$ cat config.mk
export PLATFORM = sky130hd
export DESIGN_NAME = shift_seq_ctrl
export DESIGN_NICKNAME = d
export VERILOG_FILES = /design/src/rtl/shift_seq_ctrl.sv
export SDC_FILE = /design/constraint.sdc
export NUM_CORES = 1
export LEC_CHECK = 0
export CORE_UTILIZATION = 35
export CTS_CLUSTER_DIAMETER = 50
export CTS_CLUSTER_SIZE = 8
export DETAILED_ROUTE_END_ITERATION = 8
export GPL_TIMING_DRIVEN = 0
export PLACE_DENSITY = 0.81
export RECOVER_POWER = 50
export SYNTH_ARGS = -nofsm -noshare
export SYNTH_HDL_FRONTEND = slang
export SYNTH_SLANG_ARGS = --single-unit
$ cat constraint.sdc
create_clock -name clk -period 1.9 [get_ports clk]
set_input_delay 0.19 -clock clk [delete_from_list [all_inputs] [get_ports clk]]
set_output_delay 0.19 -clock clk [all_outputs]
set_load 0.02 [all_outputs]
$ cat src/rtl/shift_seq_ctrl.sv
// Sequencing controller for the triplicated universal shift register: runs complete
// LSB-first TX and RX frames behind valid/ready handshakes.
module shift_seq_ctrl #(
  parameter int unsigned WIDTH = 32,
  parameter int unsigned CNT_W = $clog2(WIDTH)
) (
  input  logic             clk,
  input  logic             rst,
  input  logic             tx_valid,
  output logic             tx_ready,
  input  logic [WIDTH-1:0] tx_data,
  output logic             tx_bit_valid,
  input  logic             rx_start,
  output logic             rx_bit_req,
  output logic             rx_valid,
  input  logic             rx_ready,
  output logic [WIDTH-1:0] rx_data,
  input  logic             abort,
  output logic             busy,
  output logic [1:0]       reg_mode,
  output logic             reg_load,
  output logic             reg_enable,
  output logic [WIDTH-1:0] reg_parallel_in,
  input  logic [WIDTH-1:0] reg_parallel_out
);

  typedef enum logic [2:0] {
    S_IDLE,
    S_TX_LOAD,
    S_TX_SHIFT,
    S_RX_SHIFT,
    S_RX_DONE
  } state_t;

  localparam logic [CNT_W-1:0] CNT_LAST = CNT_W'(WIDTH - 1);

  state_t           state;
  state_t           state_nxt;
  logic [CNT_W-1:0] cnt;
  logic [CNT_W-1:0] cnt_nxt;
  logic [WIDTH-1:0] par_in_q;
  logic             tx_accept;

  assign tx_accept       = (state == S_IDLE) && tx_valid && !abort;
  assign reg_parallel_in = par_in_q;

  always_ff @(posedge clk or negedge rst) begin
    if (!rst) begin
      state    <= S_IDLE;
      cnt      <= '0;
      par_in_q <= '0;
    end else begin
      state <= state_nxt;
      cnt   <= cnt_nxt;
      if (tx_accept) par_in_q <= tx_data;
    end
  end

  always_comb begin
    state_nxt = state;
    cnt_nxt   = cnt;
    if (abort) begin
      state_nxt = S_IDLE;
      cnt_nxt   = '0;
    end else begin
      unique case (state)
        S_IDLE: begin
          // tx_valid wins a same-cycle rx_start; the rx request is simply dropped
          if (tx_valid) begin
            state_nxt = S_TX_LOAD;
          end else if (rx_start) begin
            state_nxt = S_RX_SHIFT;
            cnt_nxt   = '0;
          end
        end
        S_TX_LOAD: begin
          state_nxt = S_TX_SHIFT;
          cnt_nxt   = '0;
        end
        S_TX_SHIFT: begin
          if (cnt == CNT_LAST) begin
            state_nxt = S_IDLE;
            cnt_nxt   = '0;
          end else begin
            cnt_nxt = cnt + CNT_W'(1);
          end
        end
        S_RX_SHIFT: begin
          if (cnt == CNT_LAST) begin
            state_nxt = S_RX_DONE;
            cnt_nxt   = '0;
          end else begin
            cnt_nxt = cnt + CNT_W'(1);
          end
        end
        S_RX_DONE: begin
          if (rx_ready) state_nxt = S_IDLE;
        end
        default: begin
          state_nxt = S_IDLE;
          cnt_nxt   = '0;
        end
      endcase
    end
  end

  // Outputs decode from state only; rx_data is gated so it reads zero outside RX_DONE
  always_comb begin
    tx_ready     = 1'b0;
    tx_bit_valid = 1'b0;
    rx_bit_req   = 1'b0;
    rx_valid     = 1'b0;
    rx_data      = '0;
    busy         = (state != S_IDLE);
    reg_mode     = 2'b11;
    reg_load     = 1'b0;
    reg_enable   = 1'b0;
    unique case (state)
      S_IDLE: tx_ready = 1'b1;
      S_TX_LOAD: begin
        reg_mode   = 2'b10;
        reg_load   = 1'b1;
        reg_enable = 1'b1;
      end
      S_TX_SHIFT: begin
        reg_mode     = 2'b10;
        reg_enable   = 1'b1;
        tx_bit_valid = 1'b1;
      end
      S_RX_SHIFT: begin
        reg_mode   = 2'b00;
        reg_enable = 1'b1;
        rx_bit_req = 1'b1;
      end
      S_RX_DONE: begin
        rx_valid = 1'b1;
        rx_data  = reg_parallel_out;
      end
      default: ;
    endcase
  end

endmodule

==> Yosys cells after proc, flatten, opt, wreduce, memory -nomap -nowiden <==
Index checks and enable logic that the tools add are counted.
{ "op_classes": {"add_sub_neg": 1, "mul": 0, "div_mod_pow": 0, "order_cmp": 0, "eq_ne": 12, "shift": 0, "muxes": 20, "bitwise": 0, "n_reduce_logical": 10} }
{ "op_table": {"columns": ["op", "n"], "rows": [
  ["$mux W32", 1],
  ["$mux W5", 4],
  ["$mux W3", 6],
  ["$ne A3 B3 Y1 const B", 5],
  ["$pmux W3 S5", 1],
  ["$pmux W5 S3", 1],
  ["$eq A3 B2 Y1 const B", 2],
  ["$mux W1", 6],
  ["$add A5 B1 Y5 const B", 1],
  ["$eq A5 B5 Y1 const B", 1],
  ["$ne A4 B4 Y1 const B", 1],
  ["$pmux W2 S2", 1],
  ["$reduce_and A4 Y1", 1],
  ["$reduce_or A2 Y1", 2],
  ["$eq A3 B1 Y1 const B", 1],
  ["$eq A3 B3 Y1 const B", 1],
  ["$logic_not A3 Y1", 1],
  ["$reduce_and A3 Y1", 1],
  ["$reduce_bool A3 Y1", 1],
  ["$reduce_or A3 Y1", 1],
  ["$logic_and A1 B1 Y1", 2],
  ["$ne A2 B2 Y1 const B", 1],
  ["$logic_not A1 Y1", 1]
]} }
{ "totals": {"ff_bits": 40, "latchBits": 0, "ram_bits": 0, "rom_bits": 0, "input_bits": 70, "wordCells": 46, "memories": 0} }

==> Longest topological paths before layout <==
Gate-level depths: netlist of run 1.
{ "depth": {"ltp_word": 4, "depth_mapped": 6, "ltp_nobuf": 6} }

==> Worst setup path after synthesis of run 1 <==
No wires, ideal clock.
{ "synth_path": {"kind": "reg2out", "start": "register state[1]", "end": "output rx_data[22]", "arrival_ns": 1.494, "t_required_ns": 1.710, "setup_slack_ns": 0.216, "path_stages_with_launch": 5, "cell_sequence": "dfrtp_1 -> buf_2 -> nor3b_2 -> clkbuf_1 -> and2_1"} }
{ "synth_between": {"elab_chain_cells": 2} }
{ "synth_lines": {"columns": ["item", "line", "source"], "rows": [
  ["from (decl)", "37", "state_t state;"],
  ["from (signal assigned)", "53", "state <= state_nxt;"],
  ["$eq A3 B3 Y1", "118", "unique case (state)"],
  ["$mux W32", "118", null],
  ["to (decl)", "17", "output logic [WIDTH-1:0] rx_data,"]
]} }
No other way between the ends.

==> Final worst setup path of run 1 <==
{ "layout_path": {"start": "register state[1]", "end": "output rx_data[10]"} }
The elaborated chain is that of the path after synthesis.

==> impl_results.md, run 1 <==
* Status: finished, final reports clean
* Distinct cells, synth at 32
* WP buf/inv at 5
* Num Clock Sinks at 40
* Slew headroom at 0.347
* Gr usage total at 0.188
* Final WL at 5640 um
* Switch share at 0.318
* Post-Synthesis Cells at 151
* Final non-filler cell total at 382
* YS warnings at 0
* Worst setup EP type: output pin
* Critical Path AT at 1.65 ns
* Worst-margin pin slew at 0.980 ns
* Mean Syn Cell Area at 13.4 sq um
* I/O pin count at 143
* First-pass GRT wire length at 8780 um
* Crit Path Class: reg2out
* Sequential Power Share at 0.374
* Int Pwr at 2.15 mW
* Die H at 78.1 um
* Clock Skews at 0.00655 ns
* Slew Limit Fails at 0
* Root Buffer: clkbuf_8
* CP max stage delay at 0.41 ns
* Avg WL per Cell at 14.8 um
* Worst path most repeated cell: buf_6
* Cell leakage power at 1.81 nW
* Clock share of power at 0.188
* Routed vias at 1723
* Synth area leaders: dfrtp_1 (49%), mux2_4 (22%), and2_1 (9.9%)
* Overflow after GRT at 0
* Synth Net Count at 223
* Sequential share of the synthesized area at 0.494
* Clk_lat worst skew at 0.29 ns
* DRC Markers at 0
* Primary FF master, synth: dfrtp_1
* Number of flops mapped to enable cells by yosys at 0
* Tot Pwr at 3.15 mW
* Worst-case clock buffer depth at 2
* Final hold vios at 0
* Die area at 0.00609 sq mm
* Min-delay worst type: in2async
* Number of H-tree levels at 2
* Antenna-violating nets left at 0
* Peak supply drop at 0.531 mV
* Initial antenna violation count at 0
* RSZ-0062 raised after global routing: yes
* # rows at 27
* CP Max Fanout at 10
* DR pass1 iterations at 4
* Power density over the cells at 856 mW/mm^2
* Crit path launch type: flop
* Max Fclk at 543 MHz
* Fraction of layout cells with a size suffix above 1 at 0.339
* DP HPWL at 4170 um
* Register bit total from synthesis at 40
* Final period util at 0.969
* GP Congestion at 0.762
* Inst Count DP at 365
* Yosys top cell area share at 0.494
* Horiz. Die Dim at 78.1 um
* CP required at 1.71 ns
* Routed vias/inst at 4.51
* Clock period minus worst slack at 1.84 ns
* Final setup violation count at 0
* IO Port Bufs at 142
* Post-synthesis async set-or-reset flop share at 1.00
* Maxcap violations at 0
* Largest net degree at the start of global routing at 41
* Num CTS Buffers at 5
* Antenna cells at 0
* Cells along the critical path: buf_6, nor3b_4, buf_4, buf_6, buf_8, and2_1, buf_6
* Hold_buf cts at 0
* CP top delay family: buffers and inverters
* # fillers at 445
* Gate power share at 0.438
* Cell taking the most area after synthesis: dfrtp_1
* WHS at 0.0435 ns
* Crit-path slowest cell: dfrtp_1
* Post-layout nets at 381
* CTS tree: yes
* Area Growth Syn to Fin at 82.0%
* Core Area at 0.00554 sq mm
* Switching Power at 1.00 mW
* Worst-path clk slew at 0.08 ns
* Initial core utilization at 0.365
* Mapped Area at 0.00202 sq mm
* Vias in the first global route at 1714
* DR iter-0 viols at 66
[worst reg2reg max path, cell delays in order (launching register included)]
cell,delay [ns]
dfrtp_1,0.41
ha_1,0.23
and3_1,0.18
ha_1,0.22
nor4b_4,0.34
o21ai_0,0.13
a21bo_2,0.20
[synthesized netlist by cell type (2+ instances only)]
cell type	number
nor2b_1	2
o21ai_0	2
and2_1	32
buf_2	3
nor3b_1	2
inv_1	4
mux2_2	3
nor2_1	3
ha_1	2
mux2_4	30
clkbuf_1	3
nand3b_1	2
nand2_1	2
a22o_1	2
dfrtp_1	40
buf_6	3
[routing by layer]
metal  GRT usage  share of wire  up-vias
li1            -              -      825
met5           0              0        -
met2       0.302           0.49       58
met4      0.0537          0.012        0
met1       0.247           0.45      833
met3      0.0523          0.055        7
[layout by cell type (no fill, tap or decap), types with 4 or more instances in the layout]
| cell | synthesis | routed |
|---|---|---|
| buf_4 | 0 | 12 |
| and2_4 | 0 | 8 |
| buf_6 | 3 | 20 |
| inv_1 | 4 | 4 |
| clkbuf_8 | 0 | 7 |
| clkdlybuf4s50_1 | 0 | 77 |
| mux2_4 | 30 | 30 |
| and2_1 | 32 | 24 |
| dlygate4sd2_1 | 0 | 6 |
| buf_2 | 3 | 15 |
| dfrtp_1 | 40 | 40 |
| dlygate4sd3_1 | 0 | 24 |
[power by group through the flow]
stage / sequential [mW] / combinational, mW / clock (mW)
after detailed placement: 1.20 / 1.43 / 0
after global routing: 1.21 / 1.45 / 0.653
after CTS: 1.19 / 1.43 / 0.606
after floorplan: 1.46 / 0.461 / 0
final: 1.18 / 1.38 / 0.593
after global placement: 1.19 / 1.42 / 0
[kinds of logic after synthesis]
logic type                 count (synthesis)  share of synthesized area
AOI/OAI and AO/OA                         10                     0.0377
xor gates and xnor gates                   1                    0.00433
adders and majority gates                  2                     0.0124
buffers and inverters                     13                     0.0371
DFF                                       40                      0.494
muxes                                     33                      0.239
and+or+nand+nor                           52                      0.175
[final cells by class]
type | count | area, sq um | area share
timing repair buffer | 152 | 1420 | 0.385
clock buffer | 6 | 82.6 | 0.0224
sequential | 40 | 1000 | 0.272
buffer | 8 | 96.3 | 0.0261
multi-input combinational | 98 | 971 | 0.263
clock inverter | 2 | 10.0 | 0.00272
inverter | 4 | 15.0 | 0.00407
tap | 72 | 90.1 | 0.0244
[repair_timing]
action | in CTS | in global routing
endpoints found under the setup margin | 41 | 30
gates resized for setup | 159 | 38
pin swaps | 1 | 1
gates cloned | 1 | 1
buffers inserted | 6 | 2
[sequential cells by signal (all words and copies together), names as in the netlist]
| signal | count |
|---|---|
| cnt | 5 |
| reg_parallel_in | 32 |
| state | 3 |
[path summary, 6_finish.rpt]
check	depth (start not counted)	slack (ns)	from	to
max	7	0.06	state[1]	rx_data[10]
min	1	0.04	rst	reg_parallel_in[5]
max reg2reg	6	0.13	cnt[0]	cnt[2]
min reg2reg	1	0.50	reg_parallel_in[1]	reg_parallel_in[1]
max in group asynchronous	1	1.26	rst	reg_parallel_in[2]
min in group clk	1	0.50	reg_parallel_in[1]	reg_parallel_in[1]
[per-stage QoR]
| step | TNS (ns) | instance area [sq um] | worst slack, ns | utilization |
|---|---|---|---|---|
| 4_1_cts | -0.0271 | 3600 | -0.0208 | 0.650 |
| 6_report | 0 | 3680 | 0.0583 | 0.665 |
| 3_5_place_dp | -9.79 | 3530 | -0.381 | 0.637 |
| 5_1_grt | -0.253 | 3680 | -0.0338 | 0.665 |
| 3_3_place_gp | -21.35 | 3540 | -0.328 | 0.638 |
| 2_1_floorplan | 0 | 2020 | 0.216 | - |
Note: power is estimated with default switching activity, not from simulation.
==> run 2, diff against run 1 <==
Settings changed: CORE_MARGIN set to 3.
==> impl_results.md, run 2 (same netlist as run 1, synthesis figures left out) <==
* Most common cell after layout, fill and taps aside: clkdlybuf4s50_1
* Fraction of layout cells with a size suffix above 1 at 0.312
* Switch share at 0.302
* First-pass GRT wire length at 8800 um
* Status: finished, final reports clean
* Max Used Layer: met4
* Area Growth Syn to Fin at 80.3%
* Clock period minus worst slack at 1.84 ns
* Critical Path AT at 1.65 ns
* Horiz. Die Dim at 82.1 um
* Die area at 0.00673 sq mm
* DRC Markers at 0
* DR pass1 iterations at 4
* Max FFs per register at 32
* DR iter-0 viols at 56
* WL met2 at 3190 um
* Final non-filler cell total at 380
* Peak supply drop at 0.611 mV
* Final period util at 0.971
* Initial core utilization at 0.365
* CP required at 1.71 ns
* Post-DP Area at 0.00353 sq mm
* Hold_buf cts at 0
* Final instance area at 0.00365 sq mm
* GP Congestion at 0.730
* CP Max Fanout at 10
* Slew Limit Fails at 0
* Final WL at 5900 um
* RSZ-0062 raised after global routing: yes
* Clock Skews at 0.00679 ns
* Num CTS Buffers at 5
* Worst-case clock buffer depth at 2
* Crit Path Class: reg2out
* CTS tree: yes
* Antenna-violating nets left at 0
* IO Port Bufs at 142
* Worst setup EP type: output pin
* Met3 wire len at 360 um
* Number of H-tree levels at 2
* Post-layout nets at 379
* Die H at 82.1 um
* Final worst setup slack at 0.0556 ns
* Switching Power at 0.994 mW
* Met1 WL at 2330 um
* Avg WL per Cell at 15.5 um
* Root Buffer: clkbuf_8
* Inst Count DP at 365
* Min-delay worst type: in2async
* Clk_lat worst skew at 0.28 ns
* Core Area at 0.00554 sq mm
* Routed vias/inst at 4.44
* # rows at 27
* Worst-margin pin slew at 0.986 ns
* Maxcap violations at 0
* Max Fclk at 542 MHz
* WHS at 0.0551 ns
* Gr usage total at 0.173
* Int Pwr at 2.30 mW
* Routed vias at 1686
* Tot Pwr at 3.29 mW
* Sequential Power Share at 0.360
* Crit path launch type: flop
* Pre-CTS setup slack at -0.349 ns
* Clock share of power at 0.205
* Overflow after GRT at 0
* Cell leakage power at 1.78 nW
* Final setup violation count at 0
* Final hold vios at 0
* I/O pin count at 143
* Vias in the first global route at 1703
* Util after Layout at 0.659
* Setup TNS at 0 ns
* Num Clock Sinks at 40
* Largest net degree at the start of global routing at 41
* DP HPWL at 4640 um
* Slew headroom at 0.342
* Most frequent cells in the layout: clkdlybuf4s50_1 (101), dfrtp_1 (40), and2_1 (32), mux2_4 (30), buf_2 (17)
* Worst-path clk slew at 0.08 ns
* Power density over the cells at 902 mW/mm^2
* Antenna cells at 0
* Gate power share at 0.435
* Initial antenna violation count at 0
-- run 2: cell count changes in the layout (fill, tap and decap cells not counted), moves of 8 or more --
cell / previous run / this run
and2_1: 24 / 32
and2_4: 8 / 0
buf_6: 20 / 6
clkdlybuf4s15_2: 0 / 10
clkdlybuf4s50_1: 77 / 101
dlygate4sd3_1: 24 / 0
-- run 2: power groups by stage --
stage / registers [mW] / clock network (mW) / logic, mW
CTS: 1.19 / 0.696 / 1.45
finish: 1.19 / 0.674 / 1.43
detailed placement: 1.20 / 0 / 1.44
global route: 1.22 / 0.732 / 1.51
global placement: 1.19 / 0 / 1.42
floorplan: 1.46 / 0 / 0.461
-- run 2: what timing repair did --
action                                  CTS  global route
resized for setup                       135            14
endpoints found under the setup margin   41            34
buffers inserted                          5             0
pin swaps                                 1             1
gates cloned                              2             0
-- run 2: worst max-delay path, stage by stage (launching register included) --
cell and delay, ns:
dfrtp_1 0.38, buf_6 0.14, nor3b_4 0.26, buf_4 0.20
and2_1 0.13, clkdlybuf4s15_2 0.26
-- run 2: worst paths after layout --
check / end / slack, ns / cells past startpoint / start
setup / recovery: rx_data[14] / 0.06 / 5 / state[0]
hold / removal: reg_parallel_in[30] / 0.06 / 1 / rst
setup reg to reg: cnt[2] / 0.12 / 6 / cnt[0]
hold reg to reg: reg_parallel_in[8] / 0.51 / 1 / reg_parallel_in[8]
max in group asynchronous: reg_parallel_in[1] / 1.24 / 1 / rst
min in group clk: reg_parallel_in[8] / 0.51 / 1 / reg_parallel_in[8]
-- run 2: final cells by class --
cell class / count / area [sq um]
tap: 72 / 90.1
clock inverter: 2 / 35.0
sequential: 40 / 1000
timing repair buffer: 149 / 1380
buffer: 9 / 98.8
multi-input combinational: 98 / 963
clock buffer: 6 / 72.6
fill: 456 / 1890
inverter: 4 / 15.0
-- run 2: routing by layer --
| metal | global-route usage | vias up |
|---|---|---|
| li1 | - | 823 |
| met1 | 0.206 | 811 |
| met2 | 0.306 | 48 |
| met3 | 0.0570 | 4 |
| met4 | 0.0332 | 0 |
| met5 | 0 | - |
